<file path="src/rtl/mac_ctrl_pkg.sv">
// Shared state encoding, instruction codes and address helper for the MAC array sequencer.
package mac_ctrl_pkg;

   typedef enum logic [2:0] {
      S_IDLE  = 3'd0,
      S_ARST  = 3'd1,
      S_KLOAD = 3'd2,
      S_KGAP  = 3'd3,
      S_EXEC  = 3'd4,
      S_DRAIN = 3'd5,
      S_DONE  = 3'd6
   } state_t;

   localparam logic [1:0] INST_IDLE = 2'b00;
   localparam logic [1:0] INST_LOAD = 2'b01;
   localparam logic [1:0] INST_EXEC = 2'b10;

   localparam int INST_BIT_LOAD = 0;
   localparam int INST_BIT_EXEC = 1;

   // Linear weight address before truncation to the read-address width.
   function automatic logic [31:0] lin_addr(input logic [31:0] kij, input logic [31:0] k,
                                            input logic [31:0] stride);
      return kij * stride + k;
   endfunction

endpackage

</file>
<file path="src/rtl/inst_skew.sv">
// Row-skew shift register: stage r holds the instruction seen by array row r.
module inst_skew
   import mac_ctrl_pkg::*;
#(
   parameter int ROW = 8
) (
   input  logic              clk,
   input  logic              reset,
   input  logic [1:0]        i_inst,
   output logic [2*ROW-1:0]  o_inst_w
);

   logic [ROW-1:0][1:0] r_stage;

   always_ff @(posedge clk) begin
      if (reset) begin
         r_stage <= '0;
      end else begin
         r_stage[0] <= i_inst;
         for (int r = 1; r < ROW; r++) begin
            r_stage[r] <= r_stage[r-1];
         end
      end
   end

   assign o_inst_w = r_stage;

endmodule

</file>
<file path="src/rtl/mac_array_ctrl.sv">
// Weight-stationary MAC array sequencer: per kernel reset, load weights, execute, drain.
module mac_array_ctrl
   import mac_ctrl_pkg::*;
#(
   parameter int ROW     = 8,
   parameter int COL     = 8,
   parameter int LEN_NIJ = 36,
   parameter int N_KIJ   = 9,
   parameter int ADDR_BW = 11
) (
   input  logic               clk,
   input  logic               reset,
   input  logic               start,
   output logic               busy,
   output logic               done,
   output logic               array_rst,
   output logic               w_rd,
   output logic [ADDR_BW-1:0] w_addr,
   output logic               x_rd,
   output logic [ADDR_BW-1:0] x_addr,
   output logic [2*ROW-1:0]   inst_w
);

   localparam int PH_MAX = (ROW + COL > LEN_NIJ) ? ROW + COL : LEN_NIJ;
   localparam int CNT_W  = $clog2(PH_MAX + 1);
   localparam int KIJ_W  = $clog2(N_KIJ + 1);

   state_t             r_state;
   logic [CNT_W-1:0]   r_cnt;
   logic [KIJ_W-1:0]   r_kij;
   logic               r_busy;
   logic               r_done;
   logic               r_arst;
   logic               r_w_rd;
   logic [ADDR_BW-1:0] r_w_addr;
   logic               r_x_rd;
   logic [ADDR_BW-1:0] r_x_addr;
   logic [1:0]         w_inst;

   always_ff @(posedge clk) begin
      if (reset) begin
         r_state  <= S_IDLE;
         r_cnt    <= '0;
         r_kij    <= '0;
         r_busy   <= 1'b0;
         r_done   <= 1'b0;
         r_arst   <= 1'b0;
         r_w_rd   <= 1'b0;
         r_w_addr <= '0;
         r_x_rd   <= 1'b0;
         r_x_addr <= '0;
      end else begin
         // Strobes and addresses default low; each state re-asserts what the next cycle needs.
         r_done   <= 1'b0;
         r_arst   <= 1'b0;
         r_w_rd   <= 1'b0;
         r_w_addr <= '0;
         r_x_rd   <= 1'b0;
         r_x_addr <= '0;
         case (r_state)
            S_IDLE: begin
               if (start) begin
                  if (N_KIJ * COL > (1 << ADDR_BW))
                     $warning("mac_array_ctrl: n_kij*col exceeds address space, w_addr wraps");
                  r_state <= S_ARST;
                  r_kij   <= '0;
                  r_cnt   <= '0;
                  r_busy  <= 1'b1;
                  r_arst  <= 1'b1;
               end
            end
            S_ARST: begin
               r_state  <= S_KLOAD;
               r_cnt    <= '0;
               r_w_rd   <= 1'b1;
               r_w_addr <= ADDR_BW'(lin_addr(32'(r_kij), 32'd0, 32'(COL)));
            end
            S_KLOAD: begin
               if (r_cnt == CNT_W'(COL - 1)) begin
                  r_state <= S_KGAP;
                  r_cnt   <= '0;
               end else begin
                  r_cnt    <= r_cnt + 1'b1;
                  r_w_rd   <= 1'b1;
                  r_w_addr <= ADDR_BW'(lin_addr(32'(r_kij), 32'(r_cnt) + 32'd1, 32'(COL)));
               end
            end
            S_KGAP: begin
               r_state  <= S_EXEC;
               r_cnt    <= '0;
               r_x_rd   <= 1'b1;
               r_x_addr <= '0;
            end
            S_EXEC: begin
               if (r_cnt == CNT_W'(LEN_NIJ - 1)) begin
                  r_state <= S_DRAIN;
                  r_cnt   <= '0;
               end else begin
                  r_cnt    <= r_cnt + 1'b1;
                  r_x_rd   <= 1'b1;
                  r_x_addr <= ADDR_BW'(32'(r_cnt) + 32'd1);
               end
            end
            S_DRAIN: begin
               if (r_cnt == CNT_W'(ROW + COL - 1)) begin
                  r_cnt <= '0;
                  if (r_kij < KIJ_W'(N_KIJ - 1)) begin
                     r_kij   <= r_kij + 1'b1;
                     r_state <= S_ARST;
                     r_arst  <= 1'b1;
                  end else begin
                     r_state <= S_DONE;
                     r_done  <= 1'b1;
                  end
               end else begin
                  r_cnt <= r_cnt + 1'b1;
               end
            end
            S_DONE: begin
               r_state <= S_IDLE;
               r_busy  <= 1'b0;
            end
            default: begin
               r_state <= S_IDLE;
               r_busy  <= 1'b0;
            end
         endcase
      end
   end

   // Row-0 inst follows the read strobes by one register so it meets the read data.
   always_comb begin
      w_inst                = INST_IDLE;
      w_inst[INST_BIT_LOAD] = r_w_rd;
      w_inst[INST_BIT_EXEC] = r_x_rd;
   end

   inst_skew #(.ROW(ROW)) u_skew (
      .clk      (clk),
      .reset    (reset),
      .i_inst   (w_inst),
      .o_inst_w (inst_w)
   );

   assign busy      = r_busy;
   assign done      = r_done;
   assign array_rst = r_arst;
   assign w_rd      = r_w_rd;
   assign w_addr    = r_w_addr;
   assign x_rd      = r_x_rd;
   assign x_addr    = r_x_addr;

endmodule
</file>
<file path="config.mk">
export PLATFORM = sky130hd
export DESIGN_NAME = mac_array_ctrl
export DESIGN_NICKNAME = d
export VERILOG_FILES = /design/src/rtl/mac_ctrl_pkg.sv /design/src/rtl/inst_skew.sv /design/src/rtl/mac_array_ctrl.sv
export SDC_FILE = /design/constraint.sdc
export NUM_CORES = 1
export LEC_CHECK = 0
export CORE_UTILIZATION = 45
export DETAILED_ROUTE_END_ITERATION = 7
export PLACE_DENSITY = 0.73
export SYNTH_ARGS = -nofsm -noshare
export SYNTH_HDL_FRONTEND = slang
export SYNTH_SLANG_ARGS = --single-unit
</file>
<file path="constraint.sdc">
create_clock -name clk -period 5.4 [get_ports clk]
set_clock_uncertainty 0.2 [all_clocks]
set_input_delay 0.81 -clock clk [delete_from_list [all_inputs] [get_ports clk]]
set_output_delay 0.81 -clock clk [all_outputs]
set_load 0.005 [all_outputs]
</file>
# ---- Yosys cells after proc, flatten, opt, wreduce, memory -nomap -nowiden
# Index checks and enable logic that the tools add are counted.
dict set report word_totals {
  latch_bits 0
  in_bits 3
  out_inout_bits 43
  reg_bits 56
  mem_count 0
  rom_bits 0
  mem_bits_rw 0
  elab_cells 79
}
dict set report classes {
  muxes 28
  n_eq_ne 13
  reduce_logical 11
  shifts 0
  n_bitwise 4
  n_div 0
  order_cmp 1
  n_mul 0
  n_addsub 4
}
# op n
set ops {}
lappend ops {{$pmux W6 S5} 1}
lappend ops {{$mux W6} 4}
lappend ops {{$pmux W11 S2} 1}
lappend ops {{$pmux W3 S6} 1}
lappend ops {{$mux W3} 5}
lappend ops {{$mux W4} 3}
lappend ops {{$add A7 B11 Y11} 1}
lappend ops {{$mux W11} 1}
lappend ops {{$ne A2 B2 Y1 const B} 5}
lappend ops {{$pmux W1 S2} 4}
lappend ops {{$pmux W4 S2} 1}
lappend ops {{$reduce_and A4 Y1} 2}
lappend ops {{$add A6 B1 Y7 const B} 1}
lappend ops {{$mux W1} 7}
lappend ops {{$add A6 B1 Y6 const B} 1}
lappend ops {{$eq A3 B2 Y1 const B} 2}
lappend ops {{$eq A3 B3 Y1 const B} 2}
lappend ops {{$eq A6 B3 Y1 const B} 1}
lappend ops {{$eq A6 B4 Y1 const B} 1}
lappend ops {{$eq A6 B6 Y1 const B} 1}
lappend ops {{$reduce_or A3 Y1} 2}
lappend ops {{$reduce_bool A5 Y1} 1}
lappend ops {{$reduce_or A5 Y1} 1}
lappend ops {{$add A4 B1 Y4 const B} 1}
lappend ops {{other kinds (7)} 11}

# ---- Longest topological paths before layout
dict set report depth {
  word_depth 4
  mapped_depth 11
  depth_no_buf 10
}

# ---- Cells and area by module
# Synthesis repeated with hierarchy kept, for this count alone.
dict set report hier_totals {
  hier_cells 216
  area_unflattened_um2 2125.8
}
# module seq_area_each_um2 area_each_um2 cells_per_inst instances
set modules_own_cells {}
lappend modules_own_cells {mac_array_ctrl 660.6 1661.6 183 1}
lappend modules_own_cells {inst_skew 320.3 464.2 33 1}

# ---- Least setup slack after synthesis
# Ideal clock, no wire load.
dict set report synth_timing {
  path_kind {reg2reg}
  startpoint {register r_cnt[0]}
  endpoint {register r_w_addr[6] (netlist: w_addr[6])}
  setup_time_ns 0.123
  path_stages_with_launch 10
  setup_slack_ns 3.093
  path_buffers 0
  arrival_ns 1.984
  path_cell_list {dfxtp_1 > ha_1 > and3_2 > xnor2_1 > inv_1 > ha_1 > a21o_1 > a21oi_1 > xor2_1 > o21ai_0}
}
dict set report synth_via {
  elab_chain_len 4
}
# item line
set synth_rtl {}
lappend synth_rtl {{start, declared} mac_array_ctrl.sv:29} ;# logic [CNT_W-1:0] r_cnt;
lappend synth_rtl {{start signal, assigned} mac_array_ctrl.sv:83} ;# r_cnt <= r_cnt + 1'b1;
lappend synth_rtl {{start signal, assigned} mac_array_ctrl.sv:99} ;# r_cnt <= r_cnt + 1'b1;
lappend synth_rtl {{start signal, assigned} mac_array_ctrl.sv:116} ;# r_cnt <= r_cnt + 1'b1;
lappend synth_rtl {{$add A6 B1 Y7} mac_array_ctrl.sv:85} ;# r_w_addr <= ADDR_BW'(lin_addr(32'(r_kij), 32'(r_cnt) + 32'd1, 32'(COL)));
lappend synth_rtl {{$add A7 B11 Y11} mac_ctrl_pkg.sv:24} ;# return kij * stride + k;
lappend synth_rtl {{$mux W11 (*)} mac_array_ctrl.sv:79} ;# if (r_cnt == CNT_W'(COL - 1)) begin
lappend synth_rtl {{$pmux W11 S2 (*)} mac_array_ctrl.sv:60} ;# case (r_state)
lappend synth_rtl {{end signal, assigned} mac_array_ctrl.sv:76} ;# r_w_addr <= ADDR_BW'(lin_addr(32'(r_kij), 32'd0, 32'(COL)));
lappend synth_rtl {{end signal, assigned} mac_array_ctrl.sv:85}
lappend synth_rtl {{end, declared} mac_array_ctrl.sv:35} ;# logic [ADDR_BW-1:0] r_w_addr;
# Every way passes the cells marked *; elsewhere a longest branch is shown, timed or not.
# A chain may end at the register's enable or synchronous reset.

==> reports/metrics.cfg <==
[clock_network]
cts_resized=0
clk_pin_slew_ns=0.09
numClockSinks=49
clk_latency_ns=0.30
numCtsBuffers=5
cts_setup_buffers=0
ctsHoldBuffers=0
cts_tree=done
clockBufferDepth=2
htreeDepth=2
cts_root_buffer=clkbuf_8

[die]
dieArea_um2=4785
core_area_um2=4354
start_util_pct=46.64
io_pins=46
die_w_um=69.18
fp.dieH_um=69.18
rows=24

[synthesis]
synth_warnings=0
yosysTopAreaCell=dfxtp_1
synthesis.area_um2=2031
async_reset_ff_share_pct=0
ys_seq_area_share_pct=48.31
syn-instance-count=208
ys_ff_latch=49
ys.flop_type=dfxtp_1
synth_top_area_share_pct=48.31
synth_edf_count=0
synthTopCellsByArea=dfxtp_1, nor2b_1, ha_1
avgSynthCellArea_um2=9.763
synth_cell_type_count=51

[route]
num_vias=1523
viasPerCell=5.128
routedWlPerCell_um=12.61
drt-initial-drc-count=87
drc=0
routed_wl_mm=3.744
ant_nets=0
drtPass1Iterations=4

[global_route]
antenna_found_initial=0
grt_max_degree=32
grt_pass1_wl_mm=6.492
gr-usage-all-layers_pct=16.96
first_global_vias=1394
grt_overflow=0

[cells_and_area]
final_core_util_pct=57.59
drive_above_1_share_pct=9.388
syn_to_final_growth_pct=23.47
fin_nets=254
antenna_cells=0

[pwr]
switching_share_pct=22.62
pwr-share-clk_pct=38.2
power_leakage_nw=0.9823
power_frac_comb_pct=6.4
p_seq_share_pct=55.4
power.density_nw_per_um2=271.8
power_w=0.0006814
switching_power_w=0.0001541
p_int_w=0.0005273
vdd_drop_max_mv=0.1380

[sta]
hold_slack_ns=0.2632
fin_tns_setup_ns=0
max_freq_mhz=365.3
fin_crit_sh_pct=50.69
finalMaxSlewViolations=0
rsz0062_at_grt=false
tightestPinTransition_ns=1.021
slew_headroom_pct=31.69
hold_viol=0
finalSetupViolCount=0
period_minus_slack_ns=2.737

[critical_path]
start_kind=input pin
crit_fanout=31
path_delay_family=buffers and inverters
worst_path_max_delay_cell=clkdlybuf4s50_1
required_ns=5.39
crit_chain=clkdlybuf4s50_1 > inv_1 > and2_1 > or2_2
end_kind=flop
critical_path_class=input pin to flop
critPathBufInv=2
cp.arrival_ns=2.73
worst_path_largest_cell_delay_ns=1.14

[hold_path]
hold_class=flop to flop

[job]
max_cap_viol_count=0

[status]
status=finished clean

[placement]
place_congestion=0.8357
io_buffers=38
dpl.hpwl_mm=2.661

[cells in the mapped netlist (2+ instances only)]
cell,count
nor2_2,6
clkbuf_1,2
nand2b_1,4
nand2_1,10
nand3_1,4
o31ai_1,2
buf_6,2
a21oi_1,12
o21ai_0,4
a21boi_0,2
xor2_1,3
a22o_1,2
inv_1,11
a21o_1,3
nor3_1,4
a31oi_1,2
buf_4,9
ha_1,6
a32o_1,3
xnor2_1,4
nor2b_1,20
nand4b_1,2
dfxtp_1,49
o21bai_1,2
nor2_1,14
[power by group through the flow]
stage / Clock (W) / Sequential (W) / Combinational [W]
floorplan: 0 / 0.000381 / 0.0000363
global placement: 0 / 0.000386 / 0.0000428
detailed placement: 0 / 0.000386 / 0.0000433
CTS: 0.000264 / 0.000377 / 0.0000440
global route: 0.000282 / 0.000379 / 0.0000496
finish: 0.000260 / 0.000377 / 0.0000438
[cell usage in the layout (no fill, tap or decap), types with 5 or more instances in the layout]
master,netlist,final
nor2b_1,20,20
inv_1,11,11
conb_1,1,7
ha_1,6,6
a21oi_1,12,12
nor2_2,6,6
nand2_1,10,10
nor2_1,14,14
clkbuf_8,0,5
dfxtp_1,49,49
clkdlybuf4s50_1,0,38
[worst reg2reg max path, cell delays in order, from the launching register on]
cell and delay (ns):
dfxtp_1 0.38, ha_1 0.33, and3_2 0.27, xnor2_1 0.35, inv_1 0.14, ha_1 0.30
a21o_1 0.15, a21oi_1 0.19, xor2_1 0.15, o21ai_0 0.07
[flip-flops by register name, summed over array words and instances, names as in the netlist]
signal	flops
u_skew.o_inst_w	16
w_addr	8
x_addr	7
r_cnt	6
r_kij	4
r_state	3
array_rst	1
busy	1
done	1
w_rd	1
x_rd	1
[cells by family (layout without fill, tap and decap cells)]
family,Yosys count,after routing,share of synthesized area (%)
compound gates,36,36,11.77
xor+xnor,7,7,3.019
fa+ha+maj,7,7,4.683
buf+inv,26,57,7.270
flops,49,49,48.31
mux,1,1,0.5545
other cells,1,7,0.1847
simple gates,81,81,24.22
[path summary, 6_finish.rpt]
kind	startpoint	end	slack, ns	cells past startpoint
min	u_skew.o_inst_w[5]	u_skew.o_inst_w[7]	0.26	1
max reg2reg	r_cnt[0]	w_addr[6]	2.75	9
max	reset	w_rd	2.66	4
min reg2reg	u_skew.o_inst_w[5]	u_skew.o_inst_w[7]	0.26	1
[final cells by class]
class / count / area (µm²)
clock buffer: 5 / 68.82
clock inverter: 3 / 46.29
inverter: 11 / 41.29
fill: 384 / 1847
multi-input combinational: 139 / 924.6
timing repair buffer: 38 / 380.4
sequential: 49 / 980.9
tap: 52 / 65.06
[routing by layer]
layer  global-route usage, %  routed length (µm)
met2                   26.11                1730
met1                   22.63                1725
met5                       0                   0
met4                   6.803                  76
met3                   4.506                 212
[stage by stage]
step | setup slack (ns) | instance area (µm²) | cells
finish | 2.663 | 2507 | 297
global route | 2.487 | 2507 | 297
CTS | 2.623 | 2507 | 297
detailed placement | 2.309 | 2392 | 289
global placement | 2.360 | 2392 | 289
floorplan | 3.093 | 2053 | 214
Note: power is estimated with default switching activity, not from simulation.
